$ cat config.mk
export PLATFORM = sky130hd
export DESIGN_NAME = pipeline_hazard_ctrl_flat
export DESIGN_NICKNAME = d
export VERILOG_FILES = /design/src/rtl/hazard_pkg.sv /design/src/rtl/pipeline_hazard_ctrl_if.sv /design/src/rtl/hazard_cmp.sv /design/src/rtl/pipeline_hazard_ctrl.sv /design/src/flat_wrapper.sv
export SDC_FILE = /design/constraint.sdc
export NUM_CORES = 1
export LEC_CHECK = 0
export ABC_AREA = 1
export CORE_ASPECT_RATIO = 0.9
export CORE_MARGIN = 3
export CORE_UTILIZATION = 48
export CTS_BUF_LIST = sky130_fd_sc_hd__clkbuf_8 sky130_fd_sc_hd__clkbuf_16
export CTS_CLUSTER_SIZE = 28
export DETAILED_ROUTE_END_ITERATION = 10
export GPL_ROUTABILITY_DRIVEN = 0
export PLACE_DENSITY = 0.86
export SETUP_SLACK_MARGIN = 0.1
export SLEW_MARGIN = 20
export SYNTH_ARGS = -nofsm -noshare
export SYNTH_HDL_FRONTEND = slang
export SYNTH_HIERARCHICAL = 1
export SYNTH_SLANG_ARGS = --single-unit
$ cat constraint.sdc
create_clock -name clk -period 2.7 [get_ports clk]
set_input_delay 0.81 -clock clk [delete_from_list [all_inputs] [get_ports clk]]
set_output_delay 0.81 -clock clk [all_outputs]
set_load 0.02 [all_outputs]
$ cat src/rtl/hazard_pkg.sv
// Shared definitions for the pipeline hazard controller: FSM state encodings,
// the bundle of stall/mask control bits and the counter width.
package hazard_pkg;

    localparam int STATE_W = 3;
    localparam int CNT_W   = 8;

    typedef enum logic [STATE_W-1:0] {
        ST_INIT     = 3'd0,
        ST_RUN      = 3'd1,
        ST_LU_STALL = 3'd2,
        ST_BR_FLUSH = 3'd3,
        ST_MEM_WAIT = 3'd4
    } state_e;

    // Stall and squash controls that leave the block as one registered group.
    typedef struct packed {
        logic pc_stall;
        logic ifreg_stall;
        logic reg_mask;
        logic ex_mask;
        logic mem_mask;
    } ctrl_t;

    // Everything held and squashed: used while the pipeline comes out of reset.
    localparam ctrl_t CTRL_ALL  = 5'b11111;
    // Free-running pipeline, no bubbles.
    localparam ctrl_t CTRL_NONE = 5'b00000;

endpackage

$ cat src/rtl/pipeline_hazard_ctrl_if.sv
// Signal bundle between the pipeline datapath (master) and the hazard
// controller (slave): hazard sources in, stalls/masks/debug state out.
interface pipeline_hazard_ctrl_if #(
    parameter int REG_ADDR_W = 4
);
    import hazard_pkg::*;

    logic [REG_ADDR_W-1:0] id_rs1;
    logic [REG_ADDR_W-1:0] id_rs2;
    logic                  id_use_rs1;
    logic                  id_use_rs2;
    logic                  id_jump;
    logic [REG_ADDR_W-1:0] ex_rd;
    logic                  ex_is_load;
    logic                  ex_branch_tkn;
    logic                  mem_req;
    logic                  mem_ready;

    logic                  pc_stall;
    logic                  ifreg_stall;
    logic                  REG_Mask;
    logic                  EX_Mask;
    logic                  MEM_Mask;
    logic                  mem_timeout;
    logic [STATE_W-1:0]    state;

    modport master (
        output id_rs1, id_rs2, id_use_rs1, id_use_rs2, id_jump,
        output ex_rd, ex_is_load, ex_branch_tkn, mem_req, mem_ready,
        input  pc_stall, ifreg_stall, REG_Mask, EX_Mask, MEM_Mask, mem_timeout, state
    );

    modport slave (
        input  id_rs1, id_rs2, id_use_rs1, id_use_rs2, id_jump,
        input  ex_rd, ex_is_load, ex_branch_tkn, mem_req, mem_ready,
        output pc_stall, ifreg_stall, REG_Mask, EX_Mask, MEM_Mask, mem_timeout, state
    );

endinterface

$ cat src/rtl/hazard_cmp.sv
// Combinational load-use detector: the REG-stage instruction reads a register
// that the load currently in EX will write. Register 0 is not special-cased.
module hazard_cmp #(
    parameter int REG_ADDR_W = 4
) (
    input  logic [REG_ADDR_W-1:0] id_rs1_i,
    input  logic [REG_ADDR_W-1:0] id_rs2_i,
    input  logic                  id_use_rs1_i,
    input  logic                  id_use_rs2_i,
    input  logic [REG_ADDR_W-1:0] ex_rd_i,
    input  logic                  ex_is_load_i,
    output logic                  load_use_o
);

    logic rs1_hit_s;
    logic rs2_hit_s;

    // Compare each used source operand against the load's destination.
    always_comb begin
        rs1_hit_s  = id_use_rs1_i & (id_rs1_i == ex_rd_i);
        rs2_hit_s  = id_use_rs2_i & (id_rs2_i == ex_rd_i);
        load_use_o = ex_is_load_i & (rs1_hit_s | rs2_hit_s);
    end

endmodule

$ cat src/rtl/pipeline_hazard_ctrl.sv
// Hazard/sequencing controller for the 5-stage core. A small FSM arbitrates
// memory wait states, taken branches, load-use hazards and jumps, and drives
// registered PC/IF-REG stalls plus the per-stage bubble masks.
module pipeline_hazard_ctrl
    import hazard_pkg::*;
#(
    parameter int REG_ADDR_W  = 4,
    parameter int MEM_TIMEOUT = 15
) (
    input  logic                   clk,
    input  logic                   reset,
    pipeline_hazard_ctrl_if.slave  bus
);

    localparam logic [CNT_W-1:0] CNT_LIMIT = CNT_W'(MEM_TIMEOUT);
    localparam logic [CNT_W-1:0] CNT_MAX   = {CNT_W{1'b1}};

    state_e           state_q;
    state_e           state_d;
    ctrl_t            ctrl_q;
    ctrl_t            ctrl_d;
    logic [CNT_W-1:0] cnt_q;
    logic [CNT_W-1:0] cnt_d;
    logic             timeout_q;
    logic             timeout_d;
    logic             load_use_s;
    logic             mem_stall_s;

    hazard_cmp #(
        .REG_ADDR_W (REG_ADDR_W)
    ) u_cmp (
        .id_rs1_i     (bus.id_rs1),
        .id_rs2_i     (bus.id_rs2),
        .id_use_rs1_i (bus.id_use_rs1),
        .id_use_rs2_i (bus.id_use_rs2),
        .ex_rd_i      (bus.ex_rd),
        .ex_is_load_i (bus.ex_is_load),
        .load_use_o   (load_use_s)
    );

    assign mem_stall_s = bus.mem_req & ~bus.mem_ready;

    // Next state, next control bundle, wait counter and sticky timeout flag.
    always_comb begin
        state_d   = state_q;
        ctrl_d    = CTRL_NONE;
        cnt_d     = cnt_q;
        timeout_d = timeout_q;
        case (state_q)
            ST_INIT: begin
                state_d = ST_RUN;
            end
            ST_RUN: begin
                if (mem_stall_s) begin
                    // Upstream is frozen, not squashed: only MEM gets a bubble.
                    state_d            = ST_MEM_WAIT;
                    ctrl_d.pc_stall    = 1'b1;
                    ctrl_d.ifreg_stall = 1'b1;
                    ctrl_d.mem_mask    = 1'b1;
                    cnt_d              = {{(CNT_W-1){1'b0}}, 1'b1};
                end else if (bus.ex_branch_tkn) begin
                    // Younger instructions are wrong-path, so any hazard they
                    // carry is irrelevant.
                    state_d         = ST_BR_FLUSH;
                    ctrl_d.reg_mask = 1'b1;
                    ctrl_d.ex_mask  = 1'b1;
                end else if (load_use_s) begin
                    state_d            = ST_LU_STALL;
                    ctrl_d.pc_stall    = 1'b1;
                    ctrl_d.ifreg_stall = 1'b1;
                    ctrl_d.ex_mask     = 1'b1;
                end else if (bus.id_jump) begin
                    ctrl_d.reg_mask = 1'b1;
                end else begin
                    state_d = ST_RUN;
                end
            end
            ST_LU_STALL: begin
                // A jump held behind the stall kills its fetched successor now.
                state_d         = ST_RUN;
                ctrl_d.reg_mask = bus.id_jump;
            end
            ST_BR_FLUSH: begin
                state_d = ST_RUN;
            end
            ST_MEM_WAIT: begin
                if (bus.mem_ready) begin
                    state_d = ST_RUN;
                    cnt_d   = {CNT_W{1'b0}};
                end else if (cnt_q >= CNT_LIMIT) begin
                    state_d   = ST_RUN;
                    cnt_d     = {CNT_W{1'b0}};
                    timeout_d = 1'b1;
                end else begin
                    ctrl_d.pc_stall    = 1'b1;
                    ctrl_d.ifreg_stall = 1'b1;
                    ctrl_d.mem_mask    = 1'b1;
                    cnt_d = (cnt_q == CNT_MAX) ? cnt_q : (cnt_q + {{(CNT_W-1){1'b0}}, 1'b1});
                end
            end
            default: begin
                state_d = ST_INIT;
                ctrl_d  = CTRL_ALL;
                cnt_d   = {CNT_W{1'b0}};
            end
        endcase
    end

    // State, controls, counter and timeout registers with async reset.
    always_ff @(posedge clk or negedge reset) begin
        if (!reset) begin
            state_q   <= ST_INIT;
            ctrl_q    <= CTRL_ALL;
            cnt_q     <= {CNT_W{1'b0}};
            timeout_q <= 1'b0;
        end else begin
            state_q   <= state_d;
            ctrl_q    <= ctrl_d;
            cnt_q     <= cnt_d;
            timeout_q <= timeout_d;
        end
    end

    assign bus.pc_stall    = ctrl_q.pc_stall;
    assign bus.ifreg_stall = ctrl_q.ifreg_stall;
    assign bus.REG_Mask    = ctrl_q.reg_mask;
    assign bus.EX_Mask     = ctrl_q.ex_mask;
    assign bus.MEM_Mask    = ctrl_q.mem_mask;
    assign bus.mem_timeout = timeout_q;
    assign bus.state       = state_q;

endmodule
$ cat src/flat_wrapper.sv
// flat-port wrapper written by rule: the top's interface ports become plain ports
module pipeline_hazard_ctrl_flat import hazard_pkg::*;
#(
    parameter int REG_ADDR_W  = 4,
    parameter int MEM_TIMEOUT = 15
)
  (clk, reset, bus_id_rs1, bus_id_rs2, bus_id_use_rs1, bus_id_use_rs2, bus_id_jump, bus_ex_rd, bus_ex_is_load, bus_ex_branch_tkn, bus_mem_req, bus_mem_ready, bus_pc_stall, bus_ifreg_stall, bus_REG_Mask, bus_EX_Mask, bus_MEM_Mask, bus_mem_timeout, bus_state);
  pipeline_hazard_ctrl_if #(.REG_ADDR_W(REG_ADDR_W)) bus_i ();
  input  logic clk;
  input  logic reset;
  input wire logic [$bits(bus_i.id_rs1)-1:0] bus_id_rs1;
  input wire logic [$bits(bus_i.id_rs2)-1:0] bus_id_rs2;
  input wire logic [$bits(bus_i.id_use_rs1)-1:0] bus_id_use_rs1;
  input wire logic [$bits(bus_i.id_use_rs2)-1:0] bus_id_use_rs2;
  input wire logic [$bits(bus_i.id_jump)-1:0] bus_id_jump;
  input wire logic [$bits(bus_i.ex_rd)-1:0] bus_ex_rd;
  input wire logic [$bits(bus_i.ex_is_load)-1:0] bus_ex_is_load;
  input wire logic [$bits(bus_i.ex_branch_tkn)-1:0] bus_ex_branch_tkn;
  input wire logic [$bits(bus_i.mem_req)-1:0] bus_mem_req;
  input wire logic [$bits(bus_i.mem_ready)-1:0] bus_mem_ready;
  output wire logic [$bits(bus_i.pc_stall)-1:0] bus_pc_stall;
  output wire logic [$bits(bus_i.ifreg_stall)-1:0] bus_ifreg_stall;
  output wire logic [$bits(bus_i.REG_Mask)-1:0] bus_REG_Mask;
  output wire logic [$bits(bus_i.EX_Mask)-1:0] bus_EX_Mask;
  output wire logic [$bits(bus_i.MEM_Mask)-1:0] bus_MEM_Mask;
  output wire logic [$bits(bus_i.mem_timeout)-1:0] bus_mem_timeout;
  output wire logic [$bits(bus_i.state)-1:0] bus_state;
  assign bus_i.id_rs1 = bus_id_rs1;
  assign bus_i.id_rs2 = bus_id_rs2;
  assign bus_i.id_use_rs1 = bus_id_use_rs1;
  assign bus_i.id_use_rs2 = bus_id_use_rs2;
  assign bus_i.id_jump = bus_id_jump;
  assign bus_i.ex_rd = bus_ex_rd;
  assign bus_i.ex_is_load = bus_ex_is_load;
  assign bus_i.ex_branch_tkn = bus_ex_branch_tkn;
  assign bus_i.mem_req = bus_mem_req;
  assign bus_i.mem_ready = bus_mem_ready;
  assign bus_pc_stall = bus_i.pc_stall;
  assign bus_ifreg_stall = bus_i.ifreg_stall;
  assign bus_REG_Mask = bus_i.REG_Mask;
  assign bus_EX_Mask = bus_i.EX_Mask;
  assign bus_MEM_Mask = bus_i.MEM_Mask;
  assign bus_mem_timeout = bus_i.mem_timeout;
  assign bus_state = bus_i.state;
  pipeline_hazard_ctrl #(.REG_ADDR_W(REG_ADDR_W), .MEM_TIMEOUT(MEM_TIMEOUT)) u_core (.clk(clk), .reset(reset), .bus(bus_i));
endmodule
== Word level (Yosys, flattened, before mapping) ==
Index checks and enable logic that the tools add are counted.

* Bits in registers: 17
* Bits of input ports: 21
* Output and inout port bits: 9
* Word-level logic and storage cells: 64

* $add $sub $neg: 1
* Order comparisons: 1
* Equal/unequal tests: 11
* Muxes and demuxes: 29
* Bitwise operators: 7
* Reduce and logical (&&, ||, !) cells: 7

{| class="wikitable"
|+ Operators by type and width
! kind !! number
|-
| two-way mux 8 bit || 4
|-
| one-hot mux 8 bit (3 select lines) || 1
|-
| two-way mux 3 bit || 6
|-
| two-way mux 2 bit || 7
|-
| one-hot mux 3 bit (3 select lines) || 1
|-
| adder 8 x 1 -> 8 bit (second input constant) || 1
|-
| == test 4 bit || 2
|-
| == test 8 bit (second input constant) || 1
|-
| greater-or-equal comparator 8 x 4 -> 1 bit (second input constant) || 1
|-
| == test 3 x 2 -> 1 bit (second input constant) || 2
|-
| two-way mux 1 bit || 6
|-
| one-hot mux 1 bit (3 select lines) || 2
|-
| one-hot mux 2 bit (3 select lines) || 1
|-
| AND reduction 3 bit || 2
|-
| OR reduction 3 bit || 2
|-
| != test 5 x 3 -> 1 bit (second input constant) || 1
|-
| AND 1 bit || 4
|-
| != test 4 x 3 -> 1 bit (second input constant) || 1
|-
| OR reduction 4 bit || 1
|-
| == test 3 x 1 -> 1 bit (second input constant) || 1
|-
| == test 3 bit (second input constant) || 1
|-
| zero test 3 bit || 1
|-
| != test 3 x 2 -> 1 bit (second input constant) || 1
|-
| != test 2 x 1 -> 1 bit (second input constant) || 1
|-
| 4 further kinds || 5
|}

== Longest topological paths before layout ==
* Depth in word-level cells: 8
* Gate-level depth with buffers: 10
* Mapped depth without buffers: 10

== Hierarchy ==
Netlist, hierarchy kept.

{| class="wikitable"
|+ Modules (own cells, without submodules)
! module !! times used !! cells each !! area an instance (µm²) !! sequential area each (µm²)
|-
| pipeline_hazard_ctrl || 1 || 87 || 767.0 || 405.4
|-
| hazard_cmp || 1 || 34 || 148.9 || 0.0
|}

== Worst setup path after synthesis ==
OpenSTA, ideal clock, no wires.

* Path type: input-to-reg
* Start: input port bus_ex_rd[1]
* End: register u_core.state_q[0] (netlist: u_core/bus.state[0])
* Library setup time: 0.127 ns
* Data arrival time: 1.455 ns
* Data required time: 2.573 ns
* Path slack: 1.118 ns
* Stages: 9
* Buffers on the path: 0
* Cell sequence: inv_1 > nand2_1 > nand2_1 > nor2_2 > nand3_1 > a21oi_2 > nand2_1 > nand3_2 > a21oi_2

* Cells in the longest elaborated chain, start to end: 8
* Elaborated cells between the ends (all ways): 12
* Those cells by class: 3 x eq/ne; 4 x mux; 4 x bitwise; 1 x reduce/logical

{| class="wikitable"
|+ Ends and longest elaborated chain
! element !! RTL line !! source
|-
| start: declaration || flat_wrapper.sv:16 || <nowiki>input wire logic [$bits(bus_i.ex_rd)-1:0] bus_ex_rd;</nowiki>
|-
| == test 4 bit, on equally long branches || hazard_cmp.sv:20, hazard_cmp.sv:21 ||
|-
| AND 1 bit, on equally long branches || hazard_cmp.sv:20, hazard_cmp.sv:21 ||
|-
| bitwise OR 1 bit * || hazard_cmp.sv:22 || <nowiki>load_use_o = ex_is_load_i & (rs1_hit_s | rs2_hit_s);</nowiki>
|-
| AND 1 bit * || hazard_cmp.sv:22 ||
|-
| via u_core.load_use_s || pipeline_hazard_ctrl.sv:26 || <nowiki>logic load_use_s;</nowiki>
|-
| two-way mux 3 bit || pipeline_hazard_ctrl.sv:67 || <nowiki>end else if (load_use_s) begin</nowiki>
|-
| two-way mux 3 bit || pipeline_hazard_ctrl.sv:61 || <nowiki>end else if (bus.ex_branch_tkn) begin</nowiki>
|-
| two-way mux 3 bit || pipeline_hazard_ctrl.sv:54 || <nowiki>if (mem_stall_s) begin</nowiki>
|-
| one-hot mux 3 bit (3 select lines) || pipeline_hazard_ctrl.sv:49 || <nowiki>case (state_q)</nowiki>
|-
| end signal: assignment || pipeline_hazard_ctrl.sv:117 || <nowiki>state_q <= state_d;</nowiki>
|-
| end: declaration || pipeline_hazard_ctrl.sv:18 || <nowiki>state_e state_q;</nowiki>
|}

The timed path passes the listed nets; every way through them passes the cells marked *.
A chain may end at the register's enable or synchronous reset.

== Worst setup path in the final report ==
* Start: register u_core.ctrl_q (netlist bit u_core/bus.REG_Mask)
* End: output port bus_REG_Mask

{| class="wikitable"
|+ RTL lines
! element !! RTL line !! source
|-
| start: declaration || pipeline_hazard_ctrl.sv:20 || <nowiki>ctrl_t ctrl_q;</nowiki>
|-
| start signal: assignment || pipeline_hazard_ctrl.sv:118 || <nowiki>ctrl_q <= ctrl_d;</nowiki>
|-
| end: declaration || flat_wrapper.sv:23 || <nowiki>output wire logic [$bits(bus_i.REG_Mask)-1:0] bus_REG_Mask;</nowiki>
|}

No word-level cell between the ends.

==> impl_metrics.env <==
export IMPL_vias=836
export IMPL_syn_area_per_cell_um2=7.57
export IMPL_synth_top_area_frac=0.328
export IMPL_layout_commonest_cell="clkdlybuf4s50_1"
export IMPL_drtIter0Drc=20
export IMPL_syn_num_nets=143
export IMPL_synth_area_leaders="dfrtp_1, dfstp_2, nand2_1"
export IMPL_clockBufferDepth=2
export IMPL_die_area_um2=2470
export IMPL_cts_sinks=16
export IMPL_fin_nets=176
export IMPL_leakage_nw=0.629
export IMPL_power_w=0.00101
export IMPL_worstSetupPathType="flip-flop to primary output"
export IMPL_grt_first_pass_wirelength_um=3140
export IMPL_hold_path_class="flip-flop to flip-flop"
export IMPL_startpoint="u_core/bus.REG_Mask"
export IMPL_start_util=0.528
export IMPL_coreArea_um2=1730
export IMPL_critPathMaxStageDelay_ns=0.59
export IMPL_grt_max_degree=17
export IMPL_final_cell_mix="clkdlybuf4s50_1, nand2_1, inv_1"
export IMPL_synth_top_area_cell="dfrtp_1"
export IMPL_io_pins=30
export IMPL_cp_start_kind="flip-flop"
export IMPL_synthDistinctLibCells=23
export IMPL_ys_flop_type="dfrtp_1"
export IMPL_fin_skew_ns=0.00195
export IMPL_rsz0062_at_grt="false"
export IMPL_final_hold_violation_count=0
export IMPL_die_h_um=47.4
export IMPL_syn_inst=121
export IMPL_io_buffers=29
export IMPL_drive_above_1_share=0.170
export IMPL_cp_num_cells=1
export IMPL_post_drt_wl_per_cell_um=11.4
export IMPL_ir_drop_uv=466
export IMPL_crit_chain="clkdlybuf4s50_1"
export IMPL_routed_wl_met2_um=1100
export IMPL_hold_depth=1
export IMPL_ff2ff_path_depth=7
export IMPL_wl_met1_um=800
export IMPL_cp_arrival_ns=1.36
export IMPL_dp_cells=173
export IMPL_drc=0
export IMPL_holdBufCountCts=0
export IMPL_synth_edf_count=0
export IMPL_yosysWarnings=6
export IMPL_n_antenna_cell=0
export IMPL_outcome="finished clean"
export IMPL_post_cts_buffers=0
export IMPL_place_hpwl_um=1670
export IMPL_crit_path_end_kind="primary output"
export IMPL_fmax_mhz=461
export IMPL_cts_tree="yes"
export IMPL_tns_ns=0
export IMPL_path_delay_family="buffers and inverters"
export IMPL_cp_data_required_time_ns=1.89
export IMPL_synth_seq_area_share=0.443
export IMPL_worstHoldStart="u_core/bus.mem_timeout"
export IMPL_finalSetupViolCount=0
export IMPL_postSynth_asyncResetShare=1.00
export IMPL_numCtsBuffers=3
export IMPL_root_buffer="clkbuf_8"
export IMPL_grt_overflow_total=0
export IMPL_period_share=0.803
export IMPL_fp_dieW_um=52.0
export IMPL_power_density_nw_per_um2=784
export IMPL_worst_pin_slew_ns=0.681
export IMPL_cts_resized=0
export IMPL_slowest_stage="clkdlybuf4s50_1"
export IMPL_num_rows=14
export IMPL_drt_pass1_iter_count=4
export IMPL_wl_met3_um=123
export IMPL_via_per_inst=4.72
export IMPL_ant_nets=0
export IMPL_relSlewSlack=0.545
export IMPL_drv_cap=0
export IMPL_reg2reg_from="u_core/cnt_q[0]"
export IMPL_finalCriticalPeriod_ns=2.17
export IMPL_top_layer_used="met3"
export IMPL_antenna_found_initial=0
export IMPL_clock_latency_ns=0.24
export IMPL_critPathMaxFanout=1
export IMPL_final_cell_count_no_fill=177
export IMPL_grt_pass1_vias=812
export IMPL_grtUsageTotal=0.176
export IMPL_place_area_um2=1230
export IMPL_crit_buf_inv=1
export IMPL_area_growth_pct=40.2
export IMPL_routed_wl_um=2030
export IMPL_path_clk_slew_ns=0.06
export IMPL_syn_area_um2=916
export IMPL_ys_ff_latch=16
export IMPL_htreeDepth=1
export IMPL_final_cell_area_um2=1280
export IMPL_final_max_slew_violation_count=0
final cells by class:
type                       instances  area (um^2)
multi-input combinational         78          404
inverter                          26         98.8
fill                             113          450
timing repair buffer              29          290
clock buffer                       4         55.1
tap                               24         30.0
sequential                        16          405
registers in the layout, indices dropped and copies added (netlist names):
name and cells:
u_core/bus.EX_Mask 1, u_core/bus.MEM_Mask 1, u_core/bus.REG_Mask 1, u_core/bus.ifreg_stall 1
u_core/bus.mem_timeout 1, u_core/bus.state 3, u_core/cnt_q 8
path summary, 6_finish.rpt:
kind	end	slack (ns)
worst max-delay path	bus_REG_Mask	0.53
worst min-delay path	u_core/bus.mem_timeout	0.49
worst max register to register	u_core/bus.state[0]	1.36
worst min register to register	u_core/bus.mem_timeout	0.49
max in group asynchronous	u_core/bus.state[2]	1.29
min in group asynchronous	u_core/bus.state[1]	0.98
power by group:
group	switching, W	internal (W)
Clock	0.0000757	0.000129
Combinational	0.000253	0.000192
Sequential	0.0000421	0.000315
synthesized netlist by cell type, types with 2 or more instances:
cell / number
inv_1: 21
inv_2: 4
a21oi_2: 2
dfstp_2: 4
o21ai_1: 3
dfrtp_1: 12
xnor2_1: 2
nor2_2: 3
nand2_2: 4
nor2_4: 2
nor2_1: 18
xor2_1: 2
nand3_1: 6
o21ai_0: 2
nand2_1: 28
per-stage QoR:
step           utilization  setup slack, ns  hold slack [ns]
3_3_place_gp         0.709            0.565            0.463
5_1_grt              0.740            0.484            0.500
4_1_cts              0.740            0.516            0.490
3_5_place_dp         0.709            0.472            0.476
6_report             0.740            0.531            0.487
2_1_floorplan            -             1.12            0.473
cells by family (layout without fill, tap and decap cells):
group	after synthesis	after routing	synth area share
compound gates	11	11	0.0847
xor+xnor	4	4	0.0383
fa+ha+maj	1	1	0.0137
buf+inv	27	59	0.116
flops	16	16	0.443
simple gates	62	62	0.305
worst reg2reg max path, stage by stage (launching register included):
cell and delay [ns]:
dfrtp_1 0.41, ha_1 0.24, nand2_1 0.08, nor2_1 0.05, nor2_2 0.19, nand2_2 0.11
inv_2 0.09, a21oi_2 0.04
routing by layer:
layer | track usage | up-vias
li1 | - | 425
met1 | 0.178 | 377
met2 | 0.363 | 34
met3 | 0.0312 | 0
met4 | 0.0628 | 0
met5 | 0 | -
Note: power is estimated with default switching activity, not from simulation.
